--- src/rtl/onehot_decoder_buf_if.sv ---
// Handshake bundle for onehot_decoder_buf: code input side, one-hot output side, occupancy.
interface onehot_decoder_buf_if #(
    parameter int unsigned IN_W  = 3,
    parameter int unsigned OUT_W = 1 << IN_W,
    parameter int unsigned DEPTH = 2
);
    logic                     in_valid;
    logic                     in_ready;
    logic [IN_W-1:0]          in_code;
    logic                     out_valid;
    logic                     out_ready;
    logic [OUT_W-1:0]         out_d;
    logic [$clog2(DEPTH):0]   occupancy;

    modport master (
        output in_valid, in_code, out_ready,
        input  in_ready, out_valid, out_d, occupancy
    );

    modport slave (
        input  in_valid, in_code, out_ready,
        output in_ready, out_valid, out_d, occupancy
    );
endinterface

--- src/rtl/onehot_decoder_buf.sv ---
// Binary-to-one-hot decoder with a DEPTH-entry FIFO between valid/ready handshakes.
// Optional ONEHOT_DECODER_STICKY_EN adds an accumulated mask of every popped word.
module onehot_decoder_buf #(
    parameter int unsigned IN_W  = 3,
    parameter int unsigned OUT_W = 1 << IN_W,
    parameter int unsigned DEPTH = 2
) (
    input  logic             clk,
    input  logic             rst,
`ifdef ONEHOT_DECODER_STICKY_EN
    input  logic             sticky_clr,
    output logic [OUT_W-1:0] sticky_mask,
`endif
    onehot_decoder_buf_if.slave bus
);
    localparam int unsigned PtrW = $clog2(DEPTH);
    localparam int unsigned CntW = PtrW + 1;

    logic [OUT_W-1:0] mem_q [DEPTH];
    logic [PtrW-1:0]  wr_ptr_q, wr_ptr_d;
    logic [PtrW-1:0]  rd_ptr_q, rd_ptr_d;
    logic [CntW-1:0]  cnt_q, cnt_d;
    logic             push, pop;
    logic [OUT_W-1:0] push_word;
    logic [OUT_W-1:0] head_word;

    // No pass-through when full: readiness depends only on stored count.
    assign bus.in_ready  = (cnt_q < CntW'(DEPTH)) && !rst;
    assign bus.out_valid = (cnt_q != '0);
    assign head_word     = mem_q[rd_ptr_q];
    assign bus.out_d     = bus.out_valid ? head_word : '0;
    assign bus.occupancy = cnt_q;

    assign push      = bus.in_valid && bus.in_ready;
    assign pop       = bus.out_valid && bus.out_ready;
    assign push_word = OUT_W'(1) << bus.in_code;

    always_comb begin
        wr_ptr_d = wr_ptr_q;
        rd_ptr_d = rd_ptr_q;
        cnt_d    = cnt_q;
        if (push) wr_ptr_d = wr_ptr_q + PtrW'(1);
        if (pop)  rd_ptr_d = rd_ptr_q + PtrW'(1);
        unique case ({push, pop})
            2'b10:   cnt_d = cnt_q + CntW'(1);
            2'b01:   cnt_d = cnt_q - CntW'(1);
            default: cnt_d = cnt_q;
        endcase
    end

    always_ff @(posedge clk or posedge rst) begin
        if (rst) begin
            wr_ptr_q <= '0;
            rd_ptr_q <= '0;
            cnt_q    <= '0;
            mem_q    <= '{default: '0};
        end else begin
            wr_ptr_q <= wr_ptr_d;
            rd_ptr_q <= rd_ptr_d;
            cnt_q    <= cnt_d;
            if (push) mem_q[wr_ptr_q] <= push_word;
        end
    end

`ifdef ONEHOT_DECODER_STICKY_EN
    logic [OUT_W-1:0] sticky_q, sticky_d;

    // Clear takes priority over recording a coincident pop.
    always_comb begin
        sticky_d = sticky_q;
        if (sticky_clr)  sticky_d = '0;
        else if (pop)    sticky_d = sticky_q | head_word;
    end

    always_ff @(posedge clk or posedge rst) begin
        if (rst) sticky_q <= '0;
        else     sticky_q <= sticky_d;
    end

    assign sticky_mask = sticky_q;
`endif
endmodule

--- src/flat_wrapper.sv ---
// flat-port wrapper written by rule: the top's interface ports become plain ports
module onehot_decoder_buf_flat 
#(
    parameter int unsigned IN_W  = 3,
    parameter int unsigned OUT_W = 1 << IN_W,
    parameter int unsigned DEPTH = 2
)
  (clk, rst, bus_in_valid, bus_in_code, bus_out_ready, bus_in_ready, bus_out_valid, bus_out_d, bus_occupancy);
  onehot_decoder_buf_if #(.IN_W(IN_W), .OUT_W(OUT_W), .DEPTH(DEPTH)) bus_i ();
  input  logic clk;
  input  logic rst;
  input wire logic [$bits(bus_i.in_valid)-1:0] bus_in_valid;
  input wire logic [$bits(bus_i.in_code)-1:0] bus_in_code;
  input wire logic [$bits(bus_i.out_ready)-1:0] bus_out_ready;
  output wire logic [$bits(bus_i.in_ready)-1:0] bus_in_ready;
  output wire logic [$bits(bus_i.out_valid)-1:0] bus_out_valid;
  output wire logic [$bits(bus_i.out_d)-1:0] bus_out_d;
  output wire logic [$bits(bus_i.occupancy)-1:0] bus_occupancy;
  assign bus_i.in_valid = bus_in_valid;
  assign bus_i.in_code = bus_in_code;
  assign bus_i.out_ready = bus_out_ready;
  assign bus_in_ready = bus_i.in_ready;
  assign bus_out_valid = bus_i.out_valid;
  assign bus_out_d = bus_i.out_d;
  assign bus_occupancy = bus_i.occupancy;
  onehot_decoder_buf #(.IN_W(IN_W), .OUT_W(OUT_W), .DEPTH(DEPTH)) u_core (.clk(clk), .rst(rst), .bus(bus_i));
endmodule
--- config.mk ---
export PLATFORM = sky130hd
export DESIGN_NAME = onehot_decoder_buf_flat
export DESIGN_NICKNAME = d
export VERILOG_FILES = /design/src/rtl/onehot_decoder_buf_if.sv /design/src/rtl/onehot_decoder_buf.sv /design/src/flat_wrapper.sv
export SDC_FILE = /design/constraint.sdc
export NUM_CORES = 1
export LEC_CHECK = 0
export CORE_MARGIN = 2
export CORE_UTILIZATION = 49
export DETAILED_ROUTE_END_ITERATION = 6
export HOLD_SLACK_MARGIN = 0.08
export PLACE_DENSITY_LB_ADDON = 0.3
export SETUP_SLACK_MARGIN = 0.3
export SLEW_MARGIN = 20
export SYNTH_ARGS = -nofsm -noshare
export SYNTH_HDL_FRONTEND = slang
export SYNTH_SLANG_ARGS = --single-unit
--- constraint.sdc ---
create_clock -name clk -period 2.1 [get_ports clk]
set_input_delay 0.21 -clock clk [delete_from_list [all_inputs] [get_ports clk]]
set_output_delay 0.21 -clock clk [all_outputs]
set_load 0.005 [all_outputs]
## Word-level counts from Yosys, hierarchy flattened

Cells that the tools add are included.

| word-level totals | value |
|---|---|
| register bits | 20 |
| input bits | 7 |

| operators by class | value |
|---|---|
| equal/unequal tests | 2 |
| shifts and indexed selects | 1 |
| reduce and logical (&&, ||, !) cells | 7 |
| multiplexer cells | 8 |
| bitwise operators | 2 |
| add/subtract/negate cells | 4 |
| $lt $le $gt $ge | 4 |

Operator list:

| cell | count |
|---|---|
| $mux W8 | 5 |
| $bwmux W16 | 1 |
| $demux W8 S1 | 1 |
| $shl A1 B3 Y8 const A | 1 |
| $ge A2 B2 Y1 const B | 2 |
| $logic_and A1 B1 Y1 | 4 |
| $not A1 Y2 | 2 |
| $pmux W2 S2 | 1 |
| $reduce_bool A2 Y1 | 2 |
| $add A1 B1 Y1 const B | 2 |
| $add A2 B1 Y2 const B | 1 |
| $eq A2 B1 Y1 const B | 1 |
| $eq A2 B2 Y1 const B | 1 |
| $lt A2 B1 Y1 const B | 1 |
| $lt A2 B2 Y1 const B | 1 |
| $sub A2 B1 Y2 const B | 1 |
| $logic_not A1 Y1 | 1 |

## Depth between registers and ports, before layout

Gate-level depths: netlist of the first run.

| depth | value |
|---|---|
| depth after elaboration | 6 |
| depth in mapped cells | 6 |
| mapped depth without buffers | 6 |

## Least setup slack after synthesis of the first run

OpenSTA, ideal clock, no wires.

| timing path | value |
|---|---|
| path kind | register -> register |
| start | register u_core.cnt_q[0], in the netlist u_core.bus.occupancy[0] |
| end | register u_core.cnt_q[1], in the netlist u_core.bus.occupancy[1] |
| arrival | 1.513 ns |
| library setup time | 0.079 ns |
| slack | 0.508 ns |
| stages on the path, launching flop included | 6 |
| required time | 2.021 ns |
| path through | dfrtp_1 -> nor2_1 -> nor2b_1 -> ha_1 -> nor2_1 -> xor2_1 |

| on the way | value |
|---|---|
| elaborated cells between the ends (all ways) | 11 |
| classes of those cells | add/sub: 2; order compare: 1; eq/ne: 2; mux: 1; reduce/logical: 5 |

RTL lines:

| what | RTL line | source |
|---|---|---|
| from (decl) | onehot_decoder_buf.sv:22 | `logic [CntW-1:0] cnt_q, cnt_d;` |
| from (signal assigned) | onehot_decoder_buf.sv:60 | `cnt_q <= cnt_d;` |
| $reduce_bool A2 Y1 * | onehot_decoder_buf.sv:29 | `assign bus.out_valid = (cnt_q != '0);` |
| $logic_and A1 B1 Y1 * | onehot_decoder_buf.sv:35 | `assign pop = bus.out_valid && bus.out_ready;` |
| via u_core.pop | onehot_decoder_buf.sv:23 | `logic push, pop;` |
| $eq A2 B1 Y1 or $eq A2 B2 Y1 (tied branches) | onehot_decoder_buf.sv:44 | `unique case ({push, pop})` |
| $pmux W2 S2 or $reduce_bool A2 Y1 (tied branches) | - |  |

Mark *: on every way through the listed nets, which the timed path passes. The rest lies on a longest branch.
A chain may end at the register's enable or synchronous reset.

## Final worst setup path of the first run

| timing path | value |
|---|---|
| start | register u_core.cnt_q[1], in the netlist u_core.bus.occupancy[1] |
| end | output bus_out_valid |

| on the way | value |
|---|---|
| cells in the longest elaborated chain, start to end | 1 |

RTL lines:

| what | RTL line | source |
|---|---|---|
| $reduce_bool A2 Y1 | onehot_decoder_buf.sv:29 |  |
| to (decl) | flat_wrapper.sv:16 | `output wire logic [$bits(bus_i.out_valid)-1:0] bus_out_valid;` |

No other way between the ends.

==> results of run 1 <==
how the worst max path moves through the flow:
| stage | start | endpoint | cells after the start |
|---|---|---|---|
| floorplan | u_core.bus.occupancy[0] | u_core.bus.occupancy[1] | 5 |
| global placement | rst | u_core.mem_q[15] | 5 |
| detailed placement | rst | u_core.mem_q[15] | 5 |
| CTS | u_core.rd_ptr_q | bus_out_d[0] | 4 |
| global route | u_core.bus.occupancy[1] | bus_out_valid | 4 |
| finish | u_core.bus.occupancy[1] | bus_out_valid | 4 |
sequential cells by signal (all words and copies together) (netlist names):
register and cells:
u_core.rd_ptr_q 1, u_core.mem_q 16, u_core.bus.occupancy 2, u_core.wr_ptr_q 1
metal layers:
metal | routed length [um] | GRT usage [%] | part of all wire [%]
met5 | 0 | 0 | 0
met4 | 27 | 8.095 | 1.4
met3 | 53 | 3.086 | 2.8
met2 | 935 | 32.18 | 49
met1 | 883 | 22.75 | 46
synth_stat cells (all sizes together):
master,number
buf,3
clkbuf,1
dfrtp,20
ha,1
inv,2
mux2i,8
nand2,18
nand3,1
nand3b,3
nand4bb,1
nor2,12
nor2b,1
o21ai,16
or3,1
or3b,2
or4b,1
xnor2,3
xor2,2
final cells by class:
class	count	area, um^2
Fill cell	151	635.6
Sequential cell	20	503.0
Multi-Input combinational cell	70	431.7
Timing Repair Buffer	26	237.7
Tap cell	27	33.78
Clock inverter	1	30.03
Clock buffer	3	22.52
Inverter	2	7.507
timing repair:
action | 4_1_cts | 5_1_grt
endpoints found under the setup margin | 9 | 3
hold endpoints to repair | 0 | 0
resized for setup | 10 | 3
setup buffers | 3 | 1
metrics by stage:
stage | cell area, um^2 | hold WS, ns | util [%] | cells | worst slack [ns]
CTS | 1251 | 0.4138 | 65.79 | 148 | 0.3024
detailed placement | 1181 | 0.4700 | 62.11 | 141 | 0.4041
floorplan | 962.2 | 0.1738 | - | 96 | 0.5079
global route | 1266 | 0.4732 | 66.58 | 149 | 0.3032
finish | 1266 | 0.3972 | 66.58 | 149 | 0.3756
global placement | 1181 | 0.4611 | 62.11 | 141 | 0.4471
power groups by stage:
| stage | logic (mW) | registers, mW | clock network (mW) |
|---|---|---|---|
| 2_1_floorplan | 0.409 | 0.643 | 0 |
| 3_3_place_gp | 0.650 | 0.702 | 0 |
| 3_5_place_dp | 0.671 | 0.714 | 0 |
| 4_1_cts | 0.731 | 0.664 | 0.320 |
| 5_1_grt | 0.818 | 0.688 | 0.334 |
| 6_report | 0.734 | 0.665 | 0.315 |
cells by family after synthesis:
kind of cell / Yosys count / share of synthesized area [%]
adder cells (fa/ha/maj): 1 / 1.300
XOR/XNOR: 5 / 4.552
AND/OR/NAND/NOR: 40 / 20.16
AO/OA/AOI/OAI: 16 / 10.27
flip-flops: 20 / 52.02
buffers and inverters: 6 / 3.381
multiplexers: 8 / 8.323
critical path: cells and delay by family, from the launching register on:
kind,cells,cell delay [ns]
buf+inv,3,0.63
flops,1,0.46
simple gates,1,0.12
==> flow_summary_export.csv, run 1 <==
group,metric,value,unit
sta,clock_skew,0.005751,ns
synth,synthesis.area,962.2,um^2
synth,synthDistinctLibCells,22,
pwr,power_frac_seq,38.8,%
sta,drv_slew,0,
floorplanning,dieArea,2334,um^2
clocking,htreeDepth,1,
pwr,clkPwrFrac,18.4,%
synth,avgSynthCellArea,10.02,um^2
job,maxCapViolations,0,
routing,drt-wirelength-per-cell,12.75,um
final_layout,layout_common_cells,"18 x dfrtp_1, 17 x nand2_1, 11 x nor2_1",
critical_path,cp-end-kind,"primary output",
placed_design,routabilityCongestion,0.7171,
critical_path,critPathKind,"reg2out",
routing,ant_nets,0,
sta,maxSlewHeadroom,51.15,%
critical_path,max_stage_delay,0.46,ns
floorplanning,ios,19,
synth,ys_ff_latch,20,
pwr,p_per_area,1354,nW/um^2
synth,synthCells,96,
status,status,"finished clean",
global_route,grt_usage,18.52,%
critical_path,r2r_start,"u_core.bus.occupancy[1]",
sta,rsz0062_at_grt,"false",
pwr,comb_power_share,42.8,%
floorplanning,start_util,50.59,%
clocking,clockBufferDepth,2,
global_route,grt_pass1_wl,3.318,mm
sta,clock.fmax,0.5799,GHz
final_layout,drive_gt1_share,18.85,%
sta,period_share,82.11,%
clocking,path_clk_slew,0.12,ns
critical_path,worstPathMaxFanout,7,
pwr,ir_drop,0.001115,V
clocking,postCtsHoldBufs,0,
sta,fin_tns_setup,0,ns
pwr,leakagePower,0.6290,nW
global_route,grt_max_degree,21,
critical_path,path_cells,"nor2_2 -> buf_4 -> inv_1 -> clkdlybuf4s50_1",
final_layout,nNetsFinal,131,
critical_path,r2r_slack,0.57,ns
sta,tightest_slew,0.7320,ns
placed_design,hpwl,1.318,mm
pwr,power.internal,1.152,mW
sta,setup_viol,0,
critical_path,startpoint_type,"register",
critical_path,worstRegToRegCells,6,
floorplanning,rows,16,
synth,yosys_warnings,0,
routing,first_pass_iters,4,
routing,vias_per_cell,5.054,
synth,synth_top_area_share,52.02,%
routing,drcViolationCount,0,
pwr,p_switching,0.5618,mW
routing,drt_iter0_drc,7,
critical_path,r2r-end,"u_core.bus.occupancy[1]",
floorplanning,core-area,1902,um^2
final_layout,syn2layout_area_growth,31.60,%
hold_path,hp-class,"in2async",
global_route,grt_antenna_before_repair,0,
clocking,cts_tree,"yes",
critical_path,worst_path_max_delay_cell,"dfrtp_2",
floorplanning,die_x,48.31,um
clocking,numCtsBuffers,3,
final_layout,num_antenna_cells,0,
final_layout,layout_commonest_cell,"dfrtp_1",
synth,yosysTopAreaCell,"dfrtp_1",
clocking,cts_root_buffer,"clkbuf_4",
pwr,power,1.714,mW
synth,synth_top_cells_by_area,"dfrtp_1 52%, mux2i_1 8.3%, nand2_1 6.6%, o21ai_0 4.7%, nor2_1 4.7%",
global_route,gr-total-overflow,0,
synth,ys_seq_area_share,52.02,%
clocking,worstSkewPairLatency,0.30,ns
pwr,swShare,32.77,%
routing,routed_wl,1.900,mm
sta,hold_violations,0,
floorplanning,fp.dieH,48.31,um
sta,period_minus_slack,1.724,ns
clocking,clock-sinks,20,
critical_path,arrival,1.51,ns
routing,vias,753,
placed_design,numPortBuffers,18,
global_route,first_global_vias,737,
synth,syn-num-nets,104,
critical_path,crit_required,1.89,ns
Power figures use the tool's default switching activity.
==> inputs of run 2 (changes only) <==
- clock period: 2.1 -> 1.7 ns (I/O delays scaled with it)
==> run 2 against run 1 <==
  * Largest cell class is now multi-input combinational cells
  * Die area unchanged
  * Non-clock buffer count grew 11
  * Routed wire length grew 40%
  * Combinational power grew 78%
  * Global-route usage increased by 4.2 points
  * Count of clock-buffer cells in the layout up 1
==> flow_summary_export.csv, run 2 (synthesis results as in run 1) <==
group,metric,value,unit
critical_path,arrival,1.71,ns
global_route,grt_antenna_before_repair,0,
global_route,first_global_vias,831,
sta,tightest_slew,0.2698,ns
sta,drv_slew,0,
floorplanning,rows,16,
global_route,grt_usage,22.67,%
critical_path,startpoint_type,"register",
pwr,p_per_area,1695,nW/um^2
floorplanning,ios,19,
final_layout,syn2layout_area_growth,48.37,%
final_layout,top_register,"u_core.mem_q",
clocking,postCtsHoldBufs,0,
critical_path,critPathKind,"reg2reg",
sta,period_minus_slack,1.494,ns
clocking,htreeDepth,1,
hold_path,hp-class,"in2async",
routing,routed_wl,2.653,mm
global_route,grt_pass1_wl,3.995,mm
routing,vias,826,
critical_path,cp-end-kind,"register",
global_route,grt_max_degree,21,
sta,clock.fmax,0.6694,GHz
job,maxCapViolations,0,
pwr,power,2.419,mW
final_layout,largest_reg_flops,16,
sta,hold_violations,0,
placed_design,numPortBuffers,18,
status,status,"finished clean",
clocking,cts_root_buffer,"clkbuf_4",
critical_path,crit_required,1.92,ns
routing,drcViolationCount,0,
pwr,ir_drop,0.0009313,V
global_route,gr-total-overflow,0,
critical_path,r2r-end,"u_core.mem_q[10]",
clocking,path_clk_slew,0.12,ns
clocking,worstSkewPairLatency,0.32,ns
routing,drt_iter0_drc,10,
final_layout,n_fill_cell,131,
final_layout,layout_commonest_cell,"dfrtp_1",
floorplanning,start_util,50.59,%
critical_path,r2r_slack,0.21,ns
floorplanning,dieArea,2334,um^2
floorplanning,core-area,1902,um^2
routing,first_pass_iters,4,
sta,maxSlewHeadroom,82.01,%
sta,fin_tns_setup,0,ns
clocking,clock-sinks,20,
clocking,numCtsBuffers,3,
routing,ant_nets,0,
final_layout,drive_gt1_share,48.87,%
sta,setup_viol,0,
critical_path,r2r_start,"u_core.bus.occupancy[1]",
placed_design,hpwl,1.424,mm
routing,drt-wirelength-per-cell,16.58,um
placed_design,routabilityCongestion,0.7395,
clocking,cts_tree,"yes",
routing,vias_per_cell,5.163,
final_layout,layout_common_cells,"17 x dfrtp_1, 12 x buf_6, 10 x nand2_1",
final_layout,num_antenna_cells,0,
floorplanning,die_x,48.31,um
clocking,clockBufferDepth,2,
sta,rsz0062_at_grt,"true",
sta,clock_skew,0.01273,ns
floorplanning,fp.dieH,48.31,um
final_layout,nNetsFinal,142,
critical_path,worstRegToRegCells,5,
critical_path,worstPathMaxFanout,5,
pwr,leakagePower,0.6630,nW
sta,period_share,87.88,%
run 2: cell count changes in the layout (fill, tap and decap cells not counted), moves of 3 or more:
cell / previous run / this run
nor2_1: 11 / 8
buf_6: 0 / 12
buf_2: 0 / 8
clkdlybuf4s50_1: 10 / 6
dlygate4sd2_1: 6 / 1
nand2_2: 1 / 7
nand2_1: 17 / 10
run 2: final cells by class:
class	instances	area [um^2]	area share (%)
Timing Repair Buffer	37	326.6	22.87
Clock buffer	4	26.28	1.840
Tap cell	27	33.78	2.366
Multi-Input combinational cell	70	529.3	37.07
Inverter	2	7.507	0.5259
Sequential cell	20	504.2	35.32
run 2: how the worst max path moves through the flow:
stage	cells past startpoint	start	end	slack, ns
after floorplan	5	u_core.bus.occupancy[1]	u_core.mem_q[11]	0.25
after global placement	5	rst	u_core.mem_q[11]	0.09
after detailed placement	5	rst	u_core.mem_q[11]	0.07
after CTS	5	u_core.bus.occupancy[1]	bus_out_d[1]	0.16
after global routing	5	u_core.bus.occupancy[1]	u_core.mem_q[10]	0.17
final	5	u_core.bus.occupancy[1]	u_core.mem_q[10]	0.21
run 2: power breakdown:
group          switching, mW  leakage (nW)  internal, mW
Sequential             0.176         0.260         0.690
Combinational          0.575         0.388         0.734
Clock                  0.152        0.0150        0.0919
Total                  0.903         0.663          1.52
run 2: layer usage:
metal / wire length, um / track usage [%]
met1: 1165 / 30.02
met2: 1399 / 36.81
met3: 42 / 4.012
met4: 46 / 10.00
met5: 0 / 0
run 2: through the flow:
step                hold WS (ns)  cell area (um^2)  worst slack (ns)  std cells  utilization, %
finish                    0.3737              1428            0.2061        160           75.07
global route              0.3860              1428            0.1666        160           75.07
CTS                       0.2966              1350            0.1592        157           70.99
detailed placement        0.4705              1197           0.07199        142           62.96
global placement          0.4591              1197           0.09098        142           62.96
floorplan                 0.1338             970.9            0.2454         96               -
run 2: timing repair:
action	in CTS	in global routing
pin swaps	17	8
buffers inserted	10	2
setup endpoints to repair	21	28
gates cloned	1	1
gates resized for setup	67	19
run 2: critical path: stages (launching register included):
cell	delay, ns
dfrtp_2	0.45
buf_6	0.14
or4b_4	0.52
buf_6	0.16
nand2_1	0.06
o21ai_1	0.06
==> inputs of run 3 (changes only) <==
- CORE_UTILIZATION: 49 -> 50
- CTS_CLUSTER_SIZE: default -> 10
- clock period: 1.7 -> 1.8 ns (I/O delays scaled with it)
==> run 3 against run 2 <==
  * Sequential cell count unchanged
  * Worst setup slack gained 0.12 ns
  * Sequential power down 7.2%
  * Largest cell class is now sequential cells
  * Highest routed layer unchanged
==> flow_summary_export.csv, run 3 (synthesis results as in run 1) <==
group,metric,value,unit
sta,drv_slew,0,
sta,period_share,81.97,%
placed_design,numPortBuffers,18,
routing,vias,790,
sta,tightest_slew,0.2519,ns
critical_path,r2r-end,"u_core.mem_q[13]",
final_layout,fin_cells,158,
placed_design,routabilityCongestion,0.8107,
global_route,grt_antenna_before_repair,0,
placed_design,placed_cells,139,
routing,ant_nets,0,
final_layout,fin_area,1371,um^2
clocking,path_clk_slew,0.11,ns
final_layout,layout_common_cells,"17 x dfrtp_1, 16 x nand2_1, 10 x buf_6, 10 x buf_4, 9 x nor2_1",
sta,clock.fmax,0.6778,GHz
clocking,numCtsBuffers,3,
floorplanning,rows,15,
final_layout,top_register,"u_core.mem_q",
placed_design,placed_cell_area,1181,um^2
critical_path,crit_required,1.98,ns
critical_path,worstRegToRegCells,5,
sta,clock_skew,0.003107,ns
global_route,first_global_vias,718,
routing,drt_iter0_drc,13,
placed_design,hpwl,1.279,mm
final_layout,syn2layout_area_growth,42.52,%
routing,drcViolationCount,0,
floorplanning,core-area,1764,um^2
clocking,cts_tree,"yes",
global_route,grt_usage,19.52,%
routing,first_pass_iters,4,
sta,period_minus_slack,1.475,ns
routing,drt-wirelength-per-cell,13.29,um
clocking,htreeDepth,1,
status,status,"finished clean",
clocking,cts_root_buffer,"clkbuf_4",
critical_path,worstPathMaxFanout,8,
critical_path,arrival,1.66,ns
final_layout,multi_input_area,475.5,um^2
sta,fin_tns_setup,0,ns
floorplanning,dieArea,2291,um^2
critical_path,critPathKind,"reg2reg",
final_layout,ff_latch_area,504.2,um^2
floorplanning,ios,19,
global_route,gr-total-overflow,0,
routing,routed_wl,2.100,mm
floorplanning,fp.dieH,47.87,um
sta,maxSlewHeadroom,83.15,%
sta,hold_violations,0,
sta,setup_viol,0,
critical_path,r2r_start,"u_core.bus.occupancy[1]",
final_layout,nNetsFinal,143,
critical_path,endpoint,"u_core.mem_q[13]",
clocking,postCtsHoldBufs,0,
final_layout,n_fill_cell,130,
clocking,clock-sinks,20,
final_layout,final_core_util,77.73,%
hold_path,hp-class,"in2async",
clocking,clockBufferDepth,2,
pwr,p_per_area,1551,nW/um^2
critical_path,r2r_slack,0.32,ns
floorplanning,start_util,54.54,%
routing,vias_per_cell,5.000,
clocking,worstSkewPairLatency,0.29,ns
critical_path,cp-end-kind,"register",
global_route,grt_pass1_wl,3.029,mm
final_layout,num_antenna_cells,0,
pwr,ir_drop,0.001020,V
sta,rsz0062_at_grt,"true",
global_route,grt_max_degree,21,
pwr,leakagePower,0.6681,nW
job,maxCapViolations,0,
final_layout,layout_commonest_cell,"dfrtp_1",
final_layout,drive_gt1_share,37.59,%
final_layout,largest_reg_flops,16,
critical_path,crit_start,"u_core.bus.occupancy[1]",
critical_path,startpoint_type,"register",
floorplanning,die_x,47.87,um
==> run 3: changes by cell type in the layout (fill, tap and decap cells not counted), moves of 2 or more <==
cell            previous run  this run
mux2i_2                    2         0
mux2i_1                    6         8
buf_4                      7        10
nand2_2                    7         2
buf_2                      8         1
nand2_1                   10        16
clkbuf_2                   2         7
buf_6                     12        10
dlymetal6s2s_1             0         2
o21ai_2                    7         5
==> run 3: through the flow <==
step	hold WS, ns	total power [mW]	setup WS (ns)
CTS	0.2823	1.998	0.2135
global route	0.3661	2.268	0.2800
detailed placement	0.4679	1.605	0.1476
floorplan	0.1438	1.233	0.3285
finish	0.3144	2.127	0.3245
global placement	0.4610	1.572	0.1775
==> run 3: worst min-delay path by stage <==
stage | startpoint | cells past startpoint | endpoint
2_1_floorplan | rst | 1 | u_core.bus.occupancy[0]
3_3_place_gp | u_core.mem_q[1] | 2 | u_core.mem_q[1]
3_5_place_dp | u_core.mem_q[11] | 2 | u_core.mem_q[11]
4_1_cts | rst | 3 | u_core.mem_q[8]
5_1_grt | rst | 3 | u_core.mem_q[7]
6_report | rst | 3 | u_core.mem_q[9]
==> run 3: worst max-delay path: stages (launching register included) <==
cell	delay, ns
dfrtp_2	0.45
buf_6	0.14
or4b_4	0.50
buf_6	0.16
nand2_1	0.07
o21ai_2	0.05
==> run 3: cell type report <==
type | instances | share of cell area [%]
timing repair buffer | 38 | 24.09
multi-input combinational | 70 | 34.67
clock buffer | 3 | 1.642
tap | 25 | 2.281
inverter | 2 | 0.5474
sequential | 20 | 36.77
==> run 3: metal layers <==
metal  global-route usage [%]  vias up  wire length (um)
met5                        0        -                 0
met4                    8.108        0                12
met3                    3.774        2                57
met2                    33.33       11              1055
met1                    23.99      377               975
li1                         -      400                 -
==> run 3: where the power goes <==
group | switching, mW | internal (mW) | total (mW)
clock | 0.124 | 0.0776 | 0.202
sequential | 0.153 | 0.651 | 0.804
combinational | 0.463 | 0.658 | 1.12
==> run 3: repair_timing <==
item | 4_1_cts | 5_1_grt
endpoints found under the setup margin | 11 | 19
pin swaps | 1 | 6
gates resized for setup | 26 | 30
setup buffers | 11 | 4
gates cloned | 0 | 1
